[src/rtl/counter_pkg.sv]
// ----------------------------------------------------------------------------
// counter_pkg
// Shared definitions for the modulo up/down counter family.
//   MODE_WRAP / MODE_SAT : values for the SATURATE parameter
//   clog2()              : ceiling log2, used to size the prescaler phase counter
//   params_legal()       : range check on WIDTH/MODULUS/PRESCALE, evaluated at
//                          elaboration by the top level
// ----------------------------------------------------------------------------
package counter_pkg;

   localparam bit MODE_WRAP = 1'b0;
   localparam bit MODE_SAT  = 1'b1;

   function automatic int clog2(input longint value);
      int     bits;
      longint span;
      bits = 0;
      span = 1;
      while (span < value) begin
         span = span * 2;
         bits = bits + 1;
      end
      return bits;
   endfunction

   // MODULUS must fit 2..2**WIDTH; PRESCALE must be at least 1.
   function automatic bit params_legal(input int width, input int modulus,
                                       input int prescale);
      return (modulus >= 2) &&
             (longint'(modulus) <= (longint'(1) << width)) &&
             (prescale >= 1);
   endfunction

endpackage

[src/rtl/count_prescaler.sv]
// ----------------------------------------------------------------------------
// count_prescaler
// Divides the count enable by PRESCALE: step is high on every PRESCALE-th
// enabled clock. With PRESCALE=1 the phase counter is stuck at 0 and
// step reduces to en.
//   clk  : system clock, rising edge
//   rst  : asynchronous active-low reset
//   en   : advance the phase
//   clr  : synchronous phase clear (has priority over en)
//   step : combinational, high on the enabled clock that completes a period
// ----------------------------------------------------------------------------
module count_prescaler
   import counter_pkg::*;
#(
   parameter int PRESCALE = 1
) (
   input  logic clk,
   input  logic rst,
   input  logic en,
   input  logic clr,
   output logic step
);

   localparam int              PHASE_W = (clog2(PRESCALE) < 1) ? 1 : clog2(PRESCALE);
   localparam logic [PHASE_W-1:0] LAST_PHASE = PHASE_W'(PRESCALE - 1);
   localparam logic [PHASE_W-1:0] PHASE_ONE  = PHASE_W'(1);

   logic [PHASE_W-1:0] phase_reg;

   always_ff @(posedge clk or negedge rst) begin
      if (!rst) begin
         phase_reg <= '0;
      end else if (clr) begin
         phase_reg <= '0;
      end else if (en) begin
         phase_reg <= (phase_reg == LAST_PHASE) ? '0 : phase_reg + PHASE_ONE;
      end
   end

   assign step = en && (phase_reg == LAST_PHASE);

endmodule

[src/rtl/mod_updown_counter.sv]
// ----------------------------------------------------------------------------
// mod_updown_counter
// Modulo-MODULUS up/down counter with load, enable, prescaler, wrap or
// saturate at the range ends, terminal-count pulse and sticky overflow.
//   clk      : system clock, rising edge
//   rst      : asynchronous active-low reset
//   en       : count enable (through the prescaler)
//   up       : 1 = increment, 0 = decrement
//   load     : synchronous load, beats en; clears the prescaler phase
//   load_val : value to load, clamped to MODULUS-1
//   clr_ovf  : clears ovf; a simultaneous boundary step wins
//   result   : current count (registered)
//   tc       : one-clock pulse on every boundary step (registered)
//   ovf      : sticky boundary flag (registered)
// ----------------------------------------------------------------------------
module mod_updown_counter
   import counter_pkg::*;
#(
   parameter int WIDTH    = 4,
   parameter int MODULUS  = 10,
   parameter int PRESCALE = 1,
   parameter bit SATURATE = MODE_WRAP
) (
   input  logic             clk,
   input  logic             rst,
   input  logic             en,
   input  logic             up,
   input  logic             load,
   input  logic [WIDTH-1:0] load_val,
   input  logic             clr_ovf,
   output logic [WIDTH-1:0] result,
   output logic             tc,
   output logic             ovf
);

   if (!params_legal(WIDTH, MODULUS, PRESCALE)) begin : g_param_error
      $error("mod_updown_counter: MODULUS must be 2..2**WIDTH and PRESCALE >= 1");
   end

   // With MODULUS = 2**WIDTH this is all-ones, so no extra bit is needed.
   localparam logic [WIDTH-1:0] MAX_VAL = WIDTH'(MODULUS - 1);
   localparam logic [WIDTH-1:0] ONE     = WIDTH'(1);

   logic [WIDTH-1:0] result_reg, result_next;
   logic             tc_reg, tc_next;
   logic             ovf_reg, ovf_next;
   logic             step;
   logic             boundary;

   count_prescaler #(
      .PRESCALE (PRESCALE)
   ) u_prescaler (
      .clk  (clk),
      .rst  (rst),
      .en   (en),
      .clr  (load),
      .step (step)
   );

   always_comb begin
      result_next = result_reg;
      boundary    = 1'b0;
      if (load) begin
         result_next = (load_val > MAX_VAL) ? MAX_VAL : load_val;
      end else if (step) begin
         if (up) begin
            if (result_reg == MAX_VAL) begin
               boundary    = 1'b1;
               result_next = (SATURATE == MODE_SAT) ? MAX_VAL : '0;
            end else begin
               result_next = result_reg + ONE;
            end
         end else begin
            if (result_reg == '0) begin
               boundary    = 1'b1;
               result_next = (SATURATE == MODE_SAT) ? '0 : MAX_VAL;
            end else begin
               result_next = result_reg - ONE;
            end
         end
      end
      // tc only ever follows a boundary step, so load and idle clocks drop it.
      tc_next  = boundary;
      ovf_next = boundary ? 1'b1 : (clr_ovf ? 1'b0 : ovf_reg);
   end

   always_ff @(posedge clk or negedge rst) begin
      if (!rst) begin
         result_reg <= '0;
         tc_reg     <= 1'b0;
         ovf_reg    <= 1'b0;
      end else begin
         result_reg <= result_next;
         tc_reg     <= tc_next;
         ovf_reg    <= ovf_next;
      end
   end

   assign result = result_reg;
   assign tc     = tc_reg;
   assign ovf    = ovf_reg;

endmodule

[config.mk]
export PLATFORM = sky130hd
export DESIGN_NAME = mod_updown_counter
export DESIGN_NICKNAME = d
export VERILOG_FILES = /design/src/rtl/counter_pkg.sv /design/src/rtl/count_prescaler.sv /design/src/rtl/mod_updown_counter.sv
export SDC_FILE = /design/constraint.sdc
export NUM_CORES = 1
export LEC_CHECK = 0
export ABC_CLOCK_PERIOD_IN_PS = 2000
export CAP_MARGIN = 20
export CORE_AREA = 2 2 39 41
export CTS_BUF_LIST = sky130_fd_sc_hd__clkbuf_8
export DETAILED_ROUTE_END_ITERATION = 8
export DIE_AREA = 0 0 41 43
export SLEW_MARGIN = 0
export SYNTH_ARGS = -nofsm -noshare
export SYNTH_HDL_FRONTEND = slang
export SYNTH_SLANG_ARGS = --single-unit
[constraint.sdc]
create_clock -name clk -period 2 [get_ports clk]
set_input_delay 0.6 -clock clk [delete_from_list [all_inputs] [get_ports clk]]
set_output_delay 0.6 -clock clk [all_outputs]
set_load 0.05 [all_outputs]
# Yosys cells after proc, flatten, opt, wreduce, memory -nomap -nowiden

Index checks and enable logic that the tools add are counted.

Reductions and logical operators: 5
$lt $le $gt $ge: 1
$add $sub $neg: 3
Muxes and demuxes: 16
Eq/ne operators: 1
Bitwise operators: 1

Operator list:

| operator              | count |
|---|---|
| $mux W4               | 6 |
| $mux W1               | 10 |
| $reduce_bool A2 Y1    | 3 |
| $add A4 B1 Y4 const B | 1 |
| $eq A4 B4 Y1 const B  | 1 |
| $gt A4 B4 Y1 const B  | 1 |
| $logic_not A4 Y1      | 1 |
| $sub A4 B1 Y4 const B | 1 |
| $add A1 B1 Y1 const B | 1 |
| $logic_and A1 B1 Y1   | 1 |
| $not A1 Y1            | 1 |

Bits of input ports: 10
Bits in registers: 7

# Logic depth before layout (Yosys ltp)

Gate-level depths: netlist (run 1).

Depth in word-level cells: 6
Gate-level depth with buffers: 4

# Hierarchy

A second synthesis (run 1) with hierarchy kept.

Cells, all modules: 47
Area total of the unflattened synthesis: 446.7 um^2

By module, submodules not included:

| module             | area each (um^2) | sequential area each (um^2) | cells an instance | times used |
|---|---|---|---|---|
| mod_updown_counter | 439.2            | 150.1                       | 46                | 1 |
| count_prescaler    | 7.5              | 0.0                         | 1                 | 1 |

# Worst setup path before layout (run 1)

No wires, ideal clock.

Kind: register to register
From: register result_reg[0], in the netlist result[0]
To: register result_reg[3], in the netlist result[3]
Library setup time: 0.066 ns
Cell stages (with the launch flop): 5
Clock period less this slack: 1.692 ns
Required time: 1.934 ns
Arrival time: 1.626 ns
Setup slack: 0.308 ns
Cells stage by stage: dfrtp_1 -> buf_6 -> or4_4 -> a211oi_2 -> a221o_1

Longest elaborated chain between the ends: 5
Elaborated cells on any way between the ends: 9
Classes of those cells: add/sub (2); eq/ne (1); mux (5); reduce/logical (1)

Ends and longest elaborated chain:

| what                                        | RTL line                                           | text |
|---|---|---|
| from (decl)                                 | mod_updown_counter.sv:44                           | `logic [WIDTH-1:0] result_reg, result_next;` |
| from (signal assigned)                      | mod_updown_counter.sv:93                           | `result_reg <= result_next;` |
| $sub A4 B1 Y4, or another cell as far along | mod_updown_counter.sv:78                           | `result_next = result_reg - ONE;` |
| $mux W4 (on tied branches)                  | mod_updown_counter.sv:74, mod_updown_counter.sv:67 |  |
| $mux W4 (*)                                 | mod_updown_counter.sv:66                           | `if (up) begin` |
| $mux W4 (*)                                 | mod_updown_counter.sv:65                           | `end else if (step) begin` |
| $mux W4 (*)                                 | mod_updown_counter.sv:63                           | `if (load) begin` |

Mark *: on every way between the ends. The rest lies on a longest branch, timed or not. The select of a mux whose other input is x is not followed.
A chain may end at the register's enable or synchronous reset.

# Final worst setup path (run 1)

From: input up
To: register ovf_reg, in the netlist ovf

Longest elaborated chain between the ends: 4
Elaborated cells on any way between the ends: 5
Classes of those cells: mux (4); reduce/logical (1)

Ends and longest elaborated chain:

| what                                                 | RTL line                 | text |
|---|---|---|
| from (decl)                                          | mod_updown_counter.sv:27 | `input logic up,` |
| $mux W1 (*)                                          | mod_updown_counter.sv:66 |  |
| $mux W1 (*)                                          | mod_updown_counter.sv:65 |  |
| $mux W1 (*)                                          | mod_updown_counter.sv:63 |  |
| net boundary                                         | mod_updown_counter.sv:48 | `logic boundary;` |
| $mux W1 / $reduce_bool A2 Y1 (equally long branches) | --                       |  |
| to (signal assigned)                                 | mod_updown_counter.sv:95 | `ovf_reg <= ovf_next;` |
| to (decl)                                            | mod_updown_counter.sv:46 | `logic ovf_reg, ovf_next;` |

Mark *: on every way through the listed nets, which the timed path passes. The rest lies on a longest branch.

==> results of run 1 <==
[final cells by class]
| cell class | count | area, µm² | share of cell area (%) |
|---|---|---|---|
| clock buffer | 3 | 41.3 | 6.02 |
| multi-input combinational | 34 | 260 | 38.0 |
| inverter | 3 | 11.3 | 1.64 |
| sequential | 6 | 150 | 21.9 |
| tap | 16 | 20.0 | 2.92 |
| timing repair buffer | 19 | 203 | 29.6 |
[per-stage QoR]
step / setup WS [ns] / hold slack [ns]
6_report: 0.134 / 0.481
5_1_grt: 0.0683 / 0.511
4_1_cts: 0.126 / 0.478
3_5_place_dp: -0.0996 / 0.471
3_3_place_gp: -0.0689 / 0.467
2_1_floorplan: 0.308 / 0.304
[worst paths after layout]
path | from | cells after the start | slack [ns] | endpoint
worst max-delay path | up | 4 | 0.13 | ovf
worst min-delay path | ovf | 1 | 0.48 | ovf
worst max register to register | result[0] | 3 | 0.41 | ovf
worst min register to register | ovf | 1 | 0.48 | ovf
max in group asynchronous | rst | 1 | 1.17 | result[0]
min in group asynchronous | rst | 1 | 0.62 | tc
[synth_stat cells, types with 2 or more instances]
master    n  share of area [%]
nand3_1   2                2.2
nor2_1    3                2.5
buf_2     2                2.2
a21oi_1   2                2.2
nor3_1    2                2.2
nand2b_1  2                2.7
o31a_1    2                3.8
xnor2_1   2                3.8
buf_4     2                3.3
dfrtp_1   6                 33
o21ai_0   3                3.3
inv_1     3                2.5
[power by group through the flow]
stage | registers, mW | clock network, mW | logic, mW
floorplan | 0.188 | 0 | 0.0743
global placement | 0.167 | 0 | 0.165
detailed placement | 0.168 | 0 | 0.165
CTS | 0.166 | 0.185 | 0.165
global route | 0.170 | 0.195 | 0.177
finish | 0.167 | 0.181 | 0.164
[routing by layer]
metal  share of wire (%)  wire length (µm)
met4                 2.8                28
met5                   0                 0
met2                  43               435
met3                 6.1                62
met1                  48               485
[cell families after synthesis]
kind of cell / after synthesis / synth area share [%]
AO/OA/AOI/OAI: 15 / 28.1
AND/OR/NAND/NOR: 17 / 24.9
flip-flops: 6 / 32.8
XOR/XNOR: 2 / 3.83
buffers and inverters: 8 / 10.4
[placed cells by master (no fill, tap or decap)]
| cell | instances |
|---|---|
| inv_1 | 3 |
| or3_4 | 1 |
| nor3_1 | 2 |
| or4_4 | 1 |
| buf_4 | 7 |
| a2111oi_4 | 1 |
| and4_2 | 1 |
| nand4_1 | 1 |
| xnor2_1 | 2 |
| clkbuf_8 | 3 |
| buf_12 | 3 |
| o31a_1 | 2 |
| a21o_1 | 1 |
| a21boi_0 | 1 |
| clkdlybuf4s50_1 | 9 |
| nand3_1 | 2 |
| nor2_1 | 3 |
| o22ai_1 | 1 |
| o21ai_0 | 3 |
| nand2b_1 | 2 |
| a211oi_2 | 1 |
| a211oi_1 | 1 |
| a21oi_1 | 2 |
| a221o_1 | 1 |
| or4b_1 | 1 |
| nor4_1 | 1 |
| o21a_1 | 1 |
| dfrtp_1 | 6 |
| nor2b_1 | 1 |
| nand4b_1 | 1 |
==> impl_metrics.csv, run 1 <==
group,metric,value,unit
routing,wl,1010,µm
global_route,grt.overflow.total,0,
cells_and_area,syn_to_final_growth,49.7,%
timing,rsz0062_at_grt,"false",
cells_and_area,fin_nets,77,
timing,max-slew-margin-rel,67.9,%
worst_setup_path,cp-end-kind,"flop",
pwr,power.leakage,0.278,nW
yosys,synth_cell_types,29,
yosys,synth_nets,58,
clock_network,numCtsBuffers,3,
timing,skew,0.00444,ns
place,hpwl,778,µm
floorplan,boundaryPins,16,
yosys,netlist_area,458,µm²
pwr,p_per_area,747,nW/µm²
place,placedCellCount,78,
floorplan,die_y,43,µm
yosys,synthArstFlopShare,100,%
clock_network,clk_latency,0.22,ns
clock_network,clock-sinks,6,
worst_setup_path,critPathMaxFanout,8,
routing,drc,0,
worst_setup_path,crit_chain,"clkdlybuf4s50_1, or3_4, a2111oi_4, a21o_1",
yosys,yosysSeqAreaShare,32.8,%
run_status,outcome,"completed",
worst_setup_path,crit_path_max_incr_delay,0.52,ns
clock_network,tritoncts,"yes",
clock_network,clockBufferDepth,2,
timing,maxSlewViolCount,0,
routing,viasPerCell,5.33,
place,dpl_cell_area,644,µm²
floorplan,initial_core_util,33.1,%
floorplan,dieArea,1760,µm²
global_route,busiest_layer,"met1",
routing,wire_per_inst,12.5,µm
pwr,p_int,346,µW
routing,via_count,432,
clock_network,clk_pin_slew_worst_paths,0.03,ns
global_route,grt_max_degree,13,
cells_and_area,largest_reg_flops,4,
clock_network,cts_resized,0,
timing,hold_viol,0,
global_route,grtUsageTotal,15.1,%
worst_setup_path,startpoint_type,"input port",
cells_and_area,fin_area,686,µm²
global_route,gr-usage-met3,5.24,%
cells_and_area,n_fill_cell,137,
floorplan,fp-row-count,14,
yosys,synth_cells,48,
global_route,use_met1,20.7,%
yosys,ys_ff_latch,6,
routing,dr.pass1.iters,6,
yosys,synth-edff-count,0,
worst_setup_path,crit_arrival,2.03,ns
worst_setup_path,worst_path_max_delay_cell,"clkdlybuf4s50_1",
pwr,power_frac_comb,32.1,%
routing,drtIter0Drc,10,
worst_setup_path,worstPathRequired,2.16,ns
global_route,antenna_found_initial,0,
cells_and_area,fin_cells,81,
clock_network,postCtsSetupBuffers,0,
pwr,power,512,µW
timing,finalSetupTns,0,ns
pwr,power.share.clock,35.3,%
timing,fmax,0.536,GHz
yosys,yosys_most_used_dff,"dfrtp_1",
place,portBuffers,15,
global_route,grt_pass1_wl,1710,µm
min_path,min_path_type,"reg2reg",
place,gp_congestion,0.819,
pwr,switching_share,32.4,%
floorplan,core-area,1380,µm²
clock_network,postCtsHoldBufs,0,
timing,final-setup-viol-count,0,
worst_setup_path,critPathTopFamily,"buffers and inverters",
cells_and_area,diodes,0,
job,cap_violations,0,
timing,period_minus_slack,1.87,ns
clock_network,root_buffer,"clkbuf_8",
worst_setup_path,worst-setup-path-type,"in2reg",
yosys,synth_warnings,0,
clock_network,htreeDepth,1,
pwr,p_sw,166,µW
pwr,seqPwrFrac,32.6,%
global_route,use_met2,19.1,%
global_route,first_global_vias,392,
floorplan,die_w,41,µm
worst_setup_path,cp_num_buf_inv,1,
routing,antenna_left,0,
pwr,vdd_drop_max,0.557,mV
cells_and_area,final_core_util,49.5,%
cells_and_area,final_layout_size_suffix_gt1_share,27.7,%
timing,post-route-period-util,93.3,%
timing,tightest_slew,0.481,ns
yosys,synth.avg_cell_area,9.54,µm²
Power figures use the tool's default switching activity.
==> run 2, diff against run 1 <==
--- a/config.mk
+++ b/config.mk
@@ -11,6 +11,7 @@
 export CTS_BUF_LIST = sky130_fd_sc_hd__clkbuf_8
 export DETAILED_ROUTE_END_ITERATION = 8
 export DIE_AREA = 0 0 41 43
+export PLACE_DENSITY = 0.7
 export SLEW_MARGIN = 0
 export SYNTH_ARGS = -nofsm -noshare
 export SYNTH_HDL_FRONTEND = slang
==> run 2 against run 1 <==
First-iteration DRC count is 70% lower. Design area stayed put. Maximum frequency is 0.22% higher. Sequential share of layout area stayed put. Critical path type unchanged. Largest cell class unchanged. Largest power group unchanged. Highest routed layer is now met3.
==> impl_metrics.csv, run 2 (synthesis gave the netlist of run 1 again) <==
group,metric,value,unit
run_status,outcome,"completed",
routing,drc,0,
worst_setup_path,worst-setup-path-type,"in2reg",
timing,period_minus_slack,1.86,ns
routing,viasPerCell,4.99,
pwr,power,506,µW
routing,via_count,404,
worst_setup_path,critPathMaxFanout,9,
cells_and_area,n_fill_cell,134,
pwr,switching_share,31.6,%
cells_and_area,final_common_cell,"clkdlybuf4s50_1",
clock_network,numCtsBuffers,3,
clock_network,postCtsHoldBufs,0,
cells_and_area,diodes,0,
worst_setup_path,startpoint_type,"input port",
worst_setup_path,cp-end-kind,"flop",
place,portBuffers,15,
routing,dr.pass1.iters,4,
floorplan,initial_core_util,33.1,%
clock_network,htreeDepth,1,
pwr,p_sw,160,µW
worst_setup_path,r2r_end,"result[3]",
worst_setup_path,reg2reg_from,"result[0]",
cells_and_area,fin_nets,77,
cells_and_area,final_core_util,49.5,%
timing,final-setup-viol-count,0,
clock_network,clk_latency,0.22,ns
pwr,vdd_drop_max,0.689,mV
timing,post-route-period-util,93.1,%
place,hpwl,693,µm
min_path,min_to,"ovf",
timing,hold_viol,0,
worst_setup_path,worst_path_max_delay_cell,"clkdlybuf4s50_1",
min_path,holdCritStartpoint,"ovf",
timing,maxSlewViolCount,0,
cells_and_area,syn_to_final_growth,49.7,%
clock_network,root_buffer,"clkbuf_8",
pwr,power.share.clock,34.8,%
floorplan,core-area,1380,µm²
timing,tightest_slew,0.459,ns
pwr,power.leakage,0.278,nW
routing,wl,930,µm
timing,rsz0062_at_grt,"false",
timing,finalSetupTns,0,ns
timing,setup_ws,0.138,ns
cells_and_area,fin_cells,81,
cells_and_area,multi_input_area,260,µm²
floorplan,dieArea,1760,µm²
timing,fmax,0.537,GHz
floorplan,die_y,43,µm
global_route,grt.overflow.total,0,
pwr,p_per_area,738,nW/µm²
floorplan,die_w,41,µm
clock_network,tritoncts,"yes",
global_route,first_global_vias,374,
min_path,min_path_type,"reg2reg",
place,pre_cts_ws,-0.0767,ns
pwr,p_int,346,µW
cells_and_area,largest_reg_flops,4,
place,gp_congestion,0.807,
worst_setup_path,cp_num_buf_inv,1,
worst_setup_path,critPathTopFamily,"buffers and inverters",
cells_and_area,regArea,150,µm²
routing,antenna_left,0,
clock_network,clock-sinks,6,
pwr,power_frac_comb,32.3,%
place,placedCellCount,78,
timing,max-slew-margin-rel,69.4,%
global_route,antenna_found_initial,0,
global_route,grt_pass1_wl,1570,µm
floorplan,fp-row-count,14,
cells_and_area,final_layout_size_suffix_gt1_share,27.7,%
cells_and_area,mostFrequentLayoutCells,"clkdlybuf4s50_1, buf_4, dfrtp_1",
clock_network,postCtsSetupBuffers,0,
worst_setup_path,worstPathRequired,2.16,ns
worst_setup_path,crit_path_max_incr_delay,0.54,ns
routing,wire_per_inst,11.5,µm
timing,skew,0.00183,ns
clock_network,cts_resized,0,
worst_setup_path,crit_arrival,2.02,ns
global_route,grtUsageTotal,13.2,%
worst_setup_path,crit_chain,"clkdlybuf4s50_1, or3_4, a2111oi_4, a21o_1",
global_route,grt_max_degree,13,
floorplan,boundaryPins,16,
clock_network,clk_pin_slew_worst_paths,0.03,ns
worst_setup_path,worst-r2r-cell-count,3,
job,cap_violations,0,
routing,drtIter0Drc,3,
min_path,min_path_cells,1,
clock_network,clockBufferDepth,2,
worst_setup_path,rrSetupSlack,0.44,ns
pwr,seqPwrFrac,32.8,%
## run 2: worst max path at each step
stage | startpoint | end | slack, ns | cells past startpoint
floorplan | result[0] | result[3] | 0.31 | 4
global placement | up | result[1] | -0.07 | 4
detailed placement | up | ovf | -0.08 | 4
CTS | up | ovf | 0.14 | 4
global route | up | result[1] | 0.05 | 4
finish | up | ovf | 0.14 | 4
## run 2: layout make-up
cell class	count	share of cell area (%)
clock buffers	3	6.02
flip-flops and latches	6	21.9
inverters	3	1.64
repair buffers	19	29.6
multi-input cells	34	38.0
well taps	16	2.92
## run 2: routing by layer
metal  GRT usage (%)  part of all wire, %
met5               0                    0
met4            2.00                    0
met3            7.85                   11
met2            17.8                   43
met1            18.4                   46
## run 2: worst register-to-register path: cells and delay by family, from the launching register on
kind,cells,cell delay [ns]
compound gates,2,0.38
flops,1,0.53
simple gates,1,0.59
## run 2: per-stage QoR
step | instance area [µm²] | hold WS (ns)
finish | 686 | 0.474
global route | 686 | 0.492
detailed placement | 644 | 0.471
floorplan | 458 | 0.304
global placement | 644 | 0.466
CTS | 686 | 0.478
## run 2: power groups by stage
stage	sequential [mW]	combinational, mW	clock, mW
final	0.166	0.163	0.176
after global routing	0.169	0.176	0.189
after CTS	0.166	0.165	0.181
after detailed placement	0.167	0.164	0
after global placement	0.167	0.163	0
after floorplan	0.188	0.0743	0
